--- src/rtl/fifo_pack_wrapper.sv ---
// Width up-converting FIFO: byte writes in, little-endian 16-bit words out,
// first-word-fall-through. Circular queue over a byte-wide register file.
module fifo_pack_wrapper #(
  parameter int DATA_WIDTH    = 8,
  parameter int ADDRESS_WIDTH = 4
) (
  input  logic                       clk,
  input  logic                       reset,
  input  logic                       write,
  input  logic                       read,
  input  logic [DATA_WIDTH-1:0]      w_data,
  output logic [2*DATA_WIDTH-1:0]    r_data,
  output logic                       full_flag,
  output logic                       empty_flag,
  output logic [ADDRESS_WIDTH:0]     fill_level
);

  localparam int                   DEPTH      = 2 ** ADDRESS_WIDTH;
  localparam logic [ADDRESS_WIDTH:0] FULL_COUNT = (ADDRESS_WIDTH + 1)'(DEPTH);
  localparam logic [ADDRESS_WIDTH:0] WORD_BYTES = (ADDRESS_WIDTH + 1)'(2);

  logic [DATA_WIDTH-1:0]    r_mem [DEPTH];
  logic [ADDRESS_WIDTH-1:0] r_w_ptr;
  logic [ADDRESS_WIDTH-1:0] r_r_ptr;
  logic [ADDRESS_WIDTH:0]   r_count;

  logic                     w_wr_acc;
  logic                     w_rd_acc;
  logic [ADDRESS_WIDTH-1:0] w_r_ptr_hi;
  logic [ADDRESS_WIDTH:0]   w_count_inc;
  logic [ADDRESS_WIDTH:0]   w_count_dec;

  assign full_flag  = (r_count == FULL_COUNT);
  assign empty_flag = (r_count < WORD_BYTES);
  assign fill_level = r_count;

  // Both accepts look only at the registered flags, so a read never frees
  // room for a same-cycle write.
  assign w_wr_acc = write & ~full_flag;
  assign w_rd_acc = read  & ~empty_flag;

  // r_ptr is always even, so the upper byte of a word never wraps.
  assign w_r_ptr_hi = r_r_ptr + ADDRESS_WIDTH'(1);
  assign r_data     = {r_mem[w_r_ptr_hi], r_mem[r_r_ptr]};

  assign w_count_inc = (ADDRESS_WIDTH + 1)'(w_wr_acc);
  assign w_count_dec = w_rd_acc ? WORD_BYTES : '0;

  // NOTE: sequential state uses non-blocking assignments so every register
  // samples pre-edge values, independent of statement order.
  always_ff @(posedge clk or posedge reset) begin
    if (reset) begin
      r_w_ptr <= '0;
      r_r_ptr <= '0;
      r_count <= '0;
    end else begin
      if (w_wr_acc) r_w_ptr <= r_w_ptr + ADDRESS_WIDTH'(1);
      if (w_rd_acc) r_r_ptr <= r_r_ptr + ADDRESS_WIDTH'(2);
      r_count <= r_count + w_count_inc - w_count_dec;
    end
  end

  // NOTE: the storage array is deliberately left out of reset; the pointers
  // and count alone define which entries hold valid data.
  always_ff @(posedge clk) begin
    if (w_wr_acc) r_mem[r_w_ptr] <= w_data;
  end

endmodule

--- config.mk ---
export PLATFORM = sky130hd
export DESIGN_NAME = fifo_pack_wrapper
export DESIGN_NICKNAME = d
export VERILOG_FILES = /design/src/rtl/fifo_pack_wrapper.sv
export SDC_FILE = /design/constraint.sdc
export NUM_CORES = 1
export LEC_CHECK = 0
export CORE_MARGIN = 8
export CORE_UTILIZATION = 28
export DETAILED_ROUTE_END_ITERATION = 8
export PLACE_DENSITY = 0.51
export SLEW_MARGIN = 20
export SYNTH_ARGS = -nofsm -noshare
export SYNTH_HDL_FRONTEND = slang
export SYNTH_SLANG_ARGS = --single-unit
--- constraint.sdc ---
create_clock -name clk -period 2.23 [get_ports clk]
set_input_delay 0.223 -clock clk [delete_from_list [all_inputs] [get_ports clk]]
set_output_delay 0.223 -clock clk [all_outputs]
set_load 0.01 [all_outputs]
==> flow_metrics.env, run 1 <==
export IMPL_finalCritPeriodShare_pct=103
export IMPL_grt_usage_pct=9.66
export IMPL_post_place_cells=593
export IMPL_violations="negative setup slack"
export IMPL_finalHoldViolCount=0
export IMPL_start_kind="register"
export IMPL_first_global_vias=2955
export IMPL_cpMostUsedCell="buf_12"
export IMPL_placed_area_um2=6630
export IMPL_yosysWarnings=0
export IMPL_synth_seq_cells=140
export IMPL_rows=52
export IMPL_port_buffers=34
export IMPL_cts_root_buf="clkbuf_16"
export IMPL_final_common_cell="edfxtp_1"
export IMPL_tns_ns=-0.616
export IMPL_wirelength_mm=11.8
export IMPL_cts_inserted_buffers=17
export IMPL_post_place_ws_ns=0.00370
export IMPL_synth_cells=278
export IMPL_maxSlewViolCount=0
export IMPL_min_period_ns=2.31
export IMPL_htreeDepth=4
export IMPL_cts_sinks=140
export IMPL_p_comb_share_pct=39.2
export IMPL_crit_path_end_kind="output port"
export IMPL_status="complete, but fails checks"
export IMPL_fin_ws_ns=-0.0753
export IMPL_core_region_area_um2=20200
export IMPL_io_pins=35
export IMPL_die_w_um=159
export IMPL_setup_violations=15
export IMPL_initial_core_util_pct=28.5
export IMPL_hpwl_mm=7.02
export IMPL_grt_max_degree=34
export IMPL_final_setup_skew_ns=0.00991
export IMPL_p_per_area_nw_per_um2=1330
export IMPL_netlist_area_um2=5740
export IMPL_drtIter0Drc=235
export IMPL_ys_async_sr_fraction_pct=8.57
export IMPL_area_delta_synth_final_pct=26.8
export IMPL_fmax_mhz=434
export IMPL_utilization_pct=36.1
export IMPL_crit_fanout=6
export IMPL_finalNonFillerCells=636
export IMPL_synth_nets=302
export IMPL_synth_edf_count=128
export IMPL_overflow=0
export IMPL_slew_headroom_pct=55.4
export IMPL_cts_tree="built"
export IMPL_final_cell_mix="edfxtp_1, mux4_2, buf_4"
export IMPL_avgSynthCellArea_um2=20.7
export IMPL_grt_pass1_wl_mm=18.1
export IMPL_drtPass1Iterations=4
export IMPL_hold_ws_ns=0.139
export IMPL_die_h_um=159
export IMPL_clk_latency_ns=0.41
export IMPL_ant_nets=0
export IMPL_seq_area_frac_synth_pct=72.2
export IMPL_slowest_stage="mux4_2"
export IMPL_synthFlopType="edfxtp_1"
export IMPL_slowest_delay_ns=0.51
export IMPL_p_seq_share_pct=36.2
export IMPL_gp_congestion=0.704
export IMPL_total_power_mw=9.67
export IMPL_internal_power_mw=6.92
export IMPL_antenna_cells=0
export IMPL_timing_max_cap_violations=0
export IMPL_via_count=2754
export IMPL_vias_per_cell=4.33
export IMPL_path_clk_slew_ns=0.06
export IMPL_required_ns=2.01
export IMPL_nFillCells=1906
export IMPL_antenna_found_initial=0
export IMPL_post_route_cell_area_um2=7280
export IMPL_final_layout_size_suffix_gt1_share_pct=38.0
export IMPL_grt_setup_unrepaired="yes"
export IMPL_worst_ep_arrival_time_ns=2.08
export IMPL_sw_frac_of_total_pct=28.4
export IMPL_num_nets_final=377
export IMPL_p_leak_nw=2.56
export IMPL_drc=0
export IMPL_p_switching_mw=2.75
export IMPL_wl_per_cell_um=18.6
export IMPL_clk_path_buf_depth=2
export IMPL_ys_types=27
export IMPL_crit_type="reg2out"
export IMPL_dieArea_um2=25300
export IMPL_worst_pin_slew_ns=0.670
export IMPL_path_cells="buf_12, buf_12, mux4_2, mux2_4, buf_6"
export IMPL_hold_buffers=0
export IMPL_ir_worst_vdd_mv=0.744
export IMPL_min_path_type="in2async"
export IMPL_power_frac_clock_pct=24.6
[sequential cells by signal (all words and copies together) (netlist names)]
name and cells:
r_r_ptr 3, r_mem 128, r_w_ptr 4, fill_level 5
[repair_timing]
action / CTS / global route
endpoints found under the setup margin: 17 / 51
gates cloned: 2 / 0
setup buffers: 9 / 1
pin swaps: 0 / 0
gates resized for setup: 130 / 6
[synthesized netlist by cell type, types with 2 or more instances]
| cell | n | area [um^2] |
|---|---|---|
| and3_1 | 2 | 12.5 |
| buf_2 | 3 | 15.0 |
| buf_6 | 4 | 45.0 |
| clkbuf_1 | 6 | 22.5 |
| dfrtp_1 | 12 | 300 |
| edfxtp_1 | 128 | 3840 |
| ha_1 | 12 | 150 |
| inv_1 | 10 | 37.5 |
| mux2_2 | 18 | 203 |
| mux4_1 | 25 | 657 |
| mux4_2 | 7 | 158 |
| nand2_1 | 8 | 30.0 |
| nand2b_1 | 4 | 25.0 |
| nand3_1 | 4 | 20.0 |
| nor2_1 | 8 | 30.0 |
| nor2b_1 | 2 | 12.5 |
| nor3_1 | 6 | 30.0 |
| nor4b_1 | 4 | 35.0 |
| xnor2_1 | 5 | 43.8 |
| xor2_1 | 3 | 26.3 |
[routing by layer]
layer	track usage [%]	vias to the layer above	wire length (um)
li1	-	1263	-
met1	12.0	1416	5380
met2	15.3	58	5770
met3	3.05	17	487
met4	4.03	0	189
met5	0	-	0
[final cells by class]
| cell class | instances | area (um^2) | share of cell area [%] |
|---|---|---|---|
| sequential | 140 | 4150 | 56.9 |
| multi-input combinational | 113 | 1500 | 20.6 |
| timing repair buffer | 71 | 766 | 10.5 |
| clock buffer | 27 | 473 | 6.49 |
| tap | 270 | 338 | 4.64 |
| inverter | 10 | 37.5 | 0.515 |
| clock inverter | 5 | 22.5 | 0.309 |
[critical path: cells and delay by family, from the launching register on]
family | cells | cell delay (ns)
multiplexers | 2 | 0.80
buffers and inverters | 3 | 0.40
flip-flops | 1 | 0.47
[power groups by stage]
stage	Sequential, mW	Clock (mW)	Combinational (mW)
CTS	3.50	2.44	3.91
global route	3.54	2.54	4.10
global placement	3.52	0	3.17
floorplan	3.39	0	1.98
finish	3.50	2.38	3.79
detailed placement	3.54	0	3.18
[path summary, 6_finish.rpt]
| kind | startpoint | to | slack (ns) | depth (start not counted) |
|---|---|---|---|---|
| min | reset | fill_level[3]$_DFF_PP0_ | 0.14 | 2 |
| min in group clk | write | r_w_ptr[2]$_DFFE_PP0P_ | 0.51 | 4 |
| max | r_r_ptr[1]$_DFFE_PP0P_ | r_data[15] | -0.08 | 5 |
| max reg2reg | fill_level[2]$_DFF_PP0_ | r_mem[2][6]$_DFFE_PP_ | 0.11 | 7 |
| max in group asynchronous | reset | r_r_ptr[1]$_DFFE_PP0P_ | 1.71 | 2 |
| min reg2reg | fill_level[0]$_DFF_PP0_ | fill_level[0]$_DFF_PP0_ | 0.53 | 1 |
[cell families (layout without fill, tap and decap cells)]
group | after synthesis | count (layout) | synth area share, %
flops | 140 | 140 | 72.2
mux | 50 | 50 | 17.7
simple gates | 41 | 41 | 3.86
buf+inv | 25 | 113 | 2.24
fa+ha+maj | 12 | 12 | 2.61
xor+xnor | 8 | 8 | 1.22
compound gates | 2 | 2 | 0.174
No activity file was read; power rests on OpenSTA's default activity.
==> run 2, diff against run 1 <==
--- a/config.mk
+++ b/config.mk
@@ -5,6 +5,7 @@
 export SDC_FILE = /design/constraint.sdc
 export NUM_CORES = 1
 export LEC_CHECK = 0
+export CAP_MARGIN = 20
 export CORE_MARGIN = 8
 export CORE_UTILIZATION = 28
 export DETAILED_ROUTE_END_ITERATION = 8
==> results of run 2 <==
The final DEF is identical to that of run 1; final timing and power are the same.
